## config.mk

```make
export PLATFORM = sky130hd
export DESIGN_NAME = msg_fetch_unit
export DESIGN_NICKNAME = d
export VERILOG_FILES = /design/src/rtl/msg_fetch_unit.sv
export SDC_FILE = /design/constraint.sdc
export NUM_CORES = 1
export LEC_CHECK = 0
export CORE_MARGIN = 2
export CORE_UTILIZATION = 40
export CTS_CLUSTER_SIZE = 16
export DETAILED_ROUTE_END_ITERATION = 6
export PLACE_DENSITY = 0.69
export SLEW_MARGIN = 20
export SYNTH_ARGS = -nofsm -noshare
export SYNTH_HDL_FRONTEND = slang
export SYNTH_SLANG_ARGS = --single-unit
```

## constraint.sdc

```tcl
create_clock -name clk -period 20.4 [get_ports clk]
set_clock_uncertainty 0.05 [all_clocks]
set_input_delay 4.08 -clock clk [delete_from_list [all_inputs] [get_ports clk]]
set_output_delay 4.08 -clock clk [all_outputs]
set_load 0.01 [all_outputs]
```

## src/rtl/msg_fetch_unit.sv

```systemverilog
// -----------------------------------------------------------------------------
// msg_fetch_unit
//
// Fetches one 32-bit word from a request/grant bus on behalf of a processing
// element. It also keeps an eight-entry message buffer, indexed by address
// bits [4:2], that is updated on every successful read.
//
// Optional feature: define MSG_TIMEOUT_EN to add a read-wait watchdog. When it
// fires, the fetch completes with ERR_WORD and the sticky err flag is set.
//
// Ports
//   clk          : single clock, rising edge
//   reset        : asynchronous, active-high reset
//   mem_read     : level-held read request from the processing element
//   mem_address  : byte address of the read (latched when the read is accepted)
//   mem_ack      : one-cycle read-complete pulse
//   mem_Message  : read data, valid while mem_ack=1, held between reads
//   messages     : eight-entry message buffer, entry = address[4:2]
//   bus_req      : bus request (high in REQ)
//   bus_addr     : bus address (latched read address)
//   bus_gnt      : bus grant
//   bus_rvalid   : bus read data valid
//   bus_rdata    : bus read data
//   err          : sticky watchdog timeout flag (tied 0 without MSG_TIMEOUT_EN)
//   fsm_state    : debug view of the FSM state (IDLE=0 REQ=1 WAIT=2 ACK=3 DONE=4)
//
// Handshake: mem_read is a level request. It is accepted only in IDLE, and
// exactly one mem_ack pulse answers it. Another read can start only after
// mem_read has been seen low. On the bus side, a beat completes on a rising
// edge where the sampled signal is high: bus_gnt in REQ, and bus_rvalid in
// WAIT (or in REQ together with bus_gnt). The unit ignores bus_rvalid at any
// other time.
// -----------------------------------------------------------------------------
module msg_fetch_unit #(
  parameter int          TIMEOUT_CYCLES = 16,
  parameter logic [31:0] ERR_WORD       = 32'hDEADBEEF
) (
  input  logic             clk,
  input  logic             reset,
  input  logic             mem_read,
  input  logic [31:0]      mem_address,
  output logic             mem_ack,
  output logic [31:0]      mem_Message,
  output logic [7:0][31:0] messages,
  output logic             bus_req,
  output logic [31:0]      bus_addr,
  input  logic             bus_gnt,
  input  logic             bus_rvalid,
  input  logic [31:0]      bus_rdata,
  output logic             err,
  output logic [2:0]       fsm_state
);

  typedef enum logic [2:0] {
    S_IDLE = 3'd0,
    S_REQ  = 3'd1,
    S_WAIT = 3'd2,
    S_ACK  = 3'd3,
    S_DONE = 3'd4
  } state_t;

  state_t state;
  state_t next_state;
  logic   capture;   // bus_rdata is taken on this edge

`ifdef MSG_TIMEOUT_EN
  localparam int WD_W = $clog2(TIMEOUT_CYCLES + 1);

  logic [WD_W-1:0] wd_cnt;
  logic            wd_hit;
  logic            timeout;
  logic            err_q;

  // Firing on count TIMEOUT_CYCLES-1 gives exactly TIMEOUT_CYCLES cycles in WAIT.
  assign wd_hit  = (wd_cnt == WD_W'(TIMEOUT_CYCLES - 1));
  // Real data arriving on the last cycle beats the watchdog.
  assign timeout = (state == S_WAIT) && !bus_rvalid && wd_hit;
`endif

  // ---------------------------------------------------------------------------
  // State register
  // ---------------------------------------------------------------------------
  always_ff @(posedge clk or posedge reset) begin
    if (reset) begin
      state <= S_IDLE;
    end else begin
      state <= next_state;
    end
  end

  // ---------------------------------------------------------------------------
  // Next-state logic
  // ---------------------------------------------------------------------------
  always_comb begin
    next_state = state;
    capture    = 1'b0;
    case (state)
      S_IDLE: begin
        if (mem_read) next_state = S_REQ;
      end
      S_REQ: begin
        if (bus_gnt) begin
          // Grant and data in the same cycle: skip WAIT entirely.
          if (bus_rvalid) begin
            capture    = 1'b1;
            next_state = S_ACK;
          end else begin
            next_state = S_WAIT;
          end
        end
      end
      S_WAIT: begin
        if (bus_rvalid) begin
          capture    = 1'b1;
          next_state = S_ACK;
        end
`ifdef MSG_TIMEOUT_EN
        else if (timeout) begin
          next_state = S_ACK;
        end
`endif
      end
      S_ACK: begin
        next_state = S_DONE;
      end
      S_DONE: begin
        // A request still held high is the one just served; wait for it to drop.
        if (!mem_read) next_state = S_IDLE;
      end
      default: begin
        next_state = S_IDLE;
      end
    endcase
  end

  // ---------------------------------------------------------------------------
  // Output logic
  // ---------------------------------------------------------------------------
  always_comb begin
    bus_req   = (state == S_REQ);
    mem_ack   = (state == S_ACK);
    fsm_state = state;
  end

  // ---------------------------------------------------------------------------
  // Datapath: latched address, read data and message buffer
  // ---------------------------------------------------------------------------
  always_ff @(posedge clk or posedge reset) begin
    if (reset) begin
      bus_addr    <= '0;
      mem_Message <= '0;
      messages    <= '0;
    end else begin
      // Address is sampled only at accept; later changes are ignored.
      if ((state == S_IDLE) && mem_read) begin
        bus_addr <= mem_address;
      end
      if (capture) begin
        mem_Message                <= bus_rdata;
        messages[bus_addr[4:2]]    <= bus_rdata;
      end
`ifdef MSG_TIMEOUT_EN
      else if (timeout) begin
        // A timed-out read reports ERR_WORD but leaves the buffer untouched.
        mem_Message <= ERR_WORD;
      end
`endif
    end
  end

`ifdef MSG_TIMEOUT_EN
  // ---------------------------------------------------------------------------
  // Watchdog: counts WAIT cycles, cleared whenever WAIT is left
  // ---------------------------------------------------------------------------
  always_ff @(posedge clk or posedge reset) begin
    if (reset) begin
      wd_cnt <= '0;
      err_q  <= 1'b0;
    end else begin
      if ((state == S_WAIT) && (next_state == S_WAIT)) begin
        wd_cnt <= wd_cnt + 1'b1;
      end else begin
        wd_cnt <= '0;
      end
      if (timeout) begin
        err_q <= 1'b1;
      end
    end
  end

  assign err = err_q;
`else
  // Without the watchdog, TIMEOUT_CYCLES has no effect. Both arms tie err low.
  if (TIMEOUT_CYCLES > 0) begin : g_err_tie
    assign err = 1'b0;
  end else begin : g_err_tie_zero
    assign err = 1'b0;
  end
`endif

endmodule

```

==> metrics.md <==
| Metric | Value |
|---|---|
| Met2 usage | 33.00% |
| Pin count of the biggest net entering global routing | 124 |
| WL final | 33070 um |
| H-tree depth | 2 |
| Drc violations | 0 |
| Number of synthesized flops with an enable pin | 0 |
| Async S/R FF share, synth | 100.0% |
| Cell variety after synth | 33 |
| CTS tree | built |
| Total gr overflow | 0 |
| Vias per inst | 4.955 |
| Final Util | 58.82% |
| Setup slack, reg-to-reg | 17.67 ns |
| Die width | 179.3 um |
| Synth area leaders | dfrtp_1, mux2_2, mux2_1 |
| Setup_tns | 0 ns |
| Routed length per placed instance | 21.48 um |
| Worst min path class | reg -> reg |
| Yosys warns | 0 |
| Filler cell count | 2459 |
| Fin. max-slew vios | 0 |
| Post-synthesis sequential area ratio | 65.74% |
| Synthesized instance count | 710 |
| I/O Pins | 395 |
| Post-CTS Resized | 0 |
| Hold Slack | 0.4321 ns |
| GRT met1 Usage | 25.79% |
| Final #Nets | 1187 |
| Detail Placement HPWL | 22070 um |
| Synth top area share | 65.74% |
| Die area | 0.03215 mm^2 |
| CTS max path bufs | 3 |
| M3 GR Usage | 6.828% |
| Top FF cell, synth | dfrtp_1 |
| Initial Util | 40.40% |
| Leak Pwr | 7.998 nW |
| Max Cap Viol | 0 |
| First-pass GRT wire length | 49430 um |
| Starting DRT DRC Count | 269 |
| Critical Path Sink Type | asynchronous set/reset pin |
| Worst-case vdd ir drop | 0.1019 mV |
| Gr busiest metal | met2 |
| # rows | 64 |
| Critical path class | in -> async |
| Slew of the pin with the lowest slew margin | 1.073 ns |
| Global Route Usage Sum | 20.43% |
| Crit share post-route | 31.13% |
| Core Area | 0.03043 mm^2 |
| Pwr Density | 165.4 mW/mm^2 |
| Rel. slew slack | 28.47% |
| Root Driver | clkbuf_16 |
| Clock latency on the worst-skew pair | 0.50 ns |
| Port buffer count | 393 |
| GP Congestion | 0.7375 |
| Tmin final | 6.351 ns |
| # hold bufs at CTS | 0 |
| Required time of the critical path | 20.88 ns |
| Yosys top cell by area | dfrtp_1 |
| CP Max Fanout | 123 |
| Num CTS Buffers | 36 |
| Synth Net Count | 779 |
| Die Y | 179.3 um |
| Post-route ant nets | 0 |
| Setup-failing EPs final | 0 |
| Crit path DAT | 6.83 ns |
| Vias in the first global route | 8039 |
| Post-synthesis cell area | 0.01229 mm^2 |
| Fraction of layout cells with a size suffix above 1 | 24.39% |
| Seq cells post-synth | 323 |
| Pwr Total | 2.960 mW |
| # diodes | 0 |
| Status | finished clean |
| Area Overhead vs Synth | 45.57% |
| Initial antenna violation count | 0 |
| Fmax | 0.1575 GHz |
| Unrepaired setup endpoints after global routing | no |
| Setup crit start kind | primary input |
| Fin. Hold Viols | 0 |
| Vias | 7630 |
| Clk sinks | 323 |
| Drt first pass iters | 4 |
| Synthesized area per cell | 17.32 um^2 |
| # Post-CTS Setup Buffers | 0 |
| Reg clk slew, reported paths | 0.06 ns |
## worst paths after layout
check / startpoint / endpoint / cells past startpoint
max: reset / bus_addr[21]$_DFFE_PP0P_ / 4
min: messages[73]$_DFFE_PP0P_ / messages[73]$_DFFE_PP0P_ / 1
max reg2reg: fsm_state[0]$_DFFE_PP0P_ / mem_Message[22]$_DFFE_PP0P_ / 4
min reg2reg: messages[73]$_DFFE_PP0P_ / messages[73]$_DFFE_PP0P_ / 1
max in group clk: bus_rvalid / messages[94]$_DFFE_PP0P_ / 4
min in group asynchronous: reset / messages[114]$_DFFE_PP0P_ / 2
## cell usage after synthesis, types with 2 or more instances
cell        n
o21ai_0     2
nor4b_2     2
buf_2      27
and3b_1     2
dfrtp_1   323
a21oi_1     2
mux2_1    125
inv_1       2
buf_6       3
mux2_4     30
mux2_2    164
o211ai_2    2
o211a_2     2
buf_4       4
nor3b_1     2
## cells in the final DEF (no fill, tap or decap), types with 2 or more instances in the layout
| cell | Yosys | routed |
|---|---|---|
| a21oi_1 | 2 | 2 |
| and3b_1 | 2 | 2 |
| buf_4 | 4 | 11 |
| bufinv_16 | 0 | 4 |
| clkbuf_1 | 1 | 6 |
| clkbuf_16 | 0 | 36 |
| clkbuf_8 | 0 | 7 |
| clkdlybuf4s50_1 | 0 | 393 |
| clkinv_2 | 0 | 8 |
| dfrtp_1 | 323 | 323 |
| mux2_1 | 125 | 125 |
| mux2_2 | 164 | 164 |
| mux2_4 | 30 | 30 |
| nor3b_1 | 2 | 2 |
| o211a_4 | 0 | 2 |
| o211ai_4 | 0 | 2 |
| o21ai_0 | 2 | 2 |
## flip-flops by register name, summed over array words and instances, names as in the netlist
name	flops
messages	256
bus_addr	32
mem_Message	32
fsm_state	3
## where the power goes
part | internal [mW] | switching [mW] | leakage (nW)
clock | 0.402 | 0.259 | 0.600
sequential | 0.933 | 0.164 | 4.08
combinational | 0.740 | 0.463 | 3.32
total | 2.08 | 0.885 | 8.00
## routing by layer
| metal | up-vias | share of wire [%] |
|---|---|---|
| met5 | - | 0 |
| met1 | 3916 | 41 |
| met4 | 0 | 3.2 |
| li1 | 3364 | - |
| met2 | 284 | 48 |
| met3 | 66 | 8.6 |
## worst max-delay path: stages
cell             delay (ns)
clkdlybuf4s50_1        0.49
inv_8                  0.59
buf_4                  0.75
buf_4                  0.78
## per-stage QoR
stage | setup slack, ns | instance area [um^2] | cells
6_report | 14.05 | 17900 | 1540
3_5_place_dp | 13.36 | 16670 | 1475
3_3_place_gp | 13.38 | 16660 | 1475
5_1_grt | 13.60 | 17900 | 1540
2_1_floorplan | 7.329 | 12290 | 710
4_1_cts | 13.91 | 17880 | 1539
## cell type report
class / instances / area (um^2) / share of cell area (%)
Inverter: 3 / 18.77 / 0.1049
Clock inverter: 15 / 192.7 / 1.077
Sequential cell: 323 / 8083 / 45.16
Multi-Input combinational cell: 349 / 4060 / 22.69
Timing Repair Buffer: 405 / 4028 / 22.50
Clock buffer: 49 / 1020 / 5.698
Tap cell: 396 / 495.5 / 2.768
## cells by family (layout without fill, tap and decap cells)
logic type             after synthesis  after routing  share of synthesized area (%)
muxes                              319            319                          30.13
other                                1              1                        0.03050
AOI/OAI and AO/OA                   15             15                          1.313
DFF                                323            323                          65.74
and+or+nand+nor                     14             14                          1.038
buffers and inverters               38            472                          1.740
No activity file was read; power rests on OpenSTA's default activity.
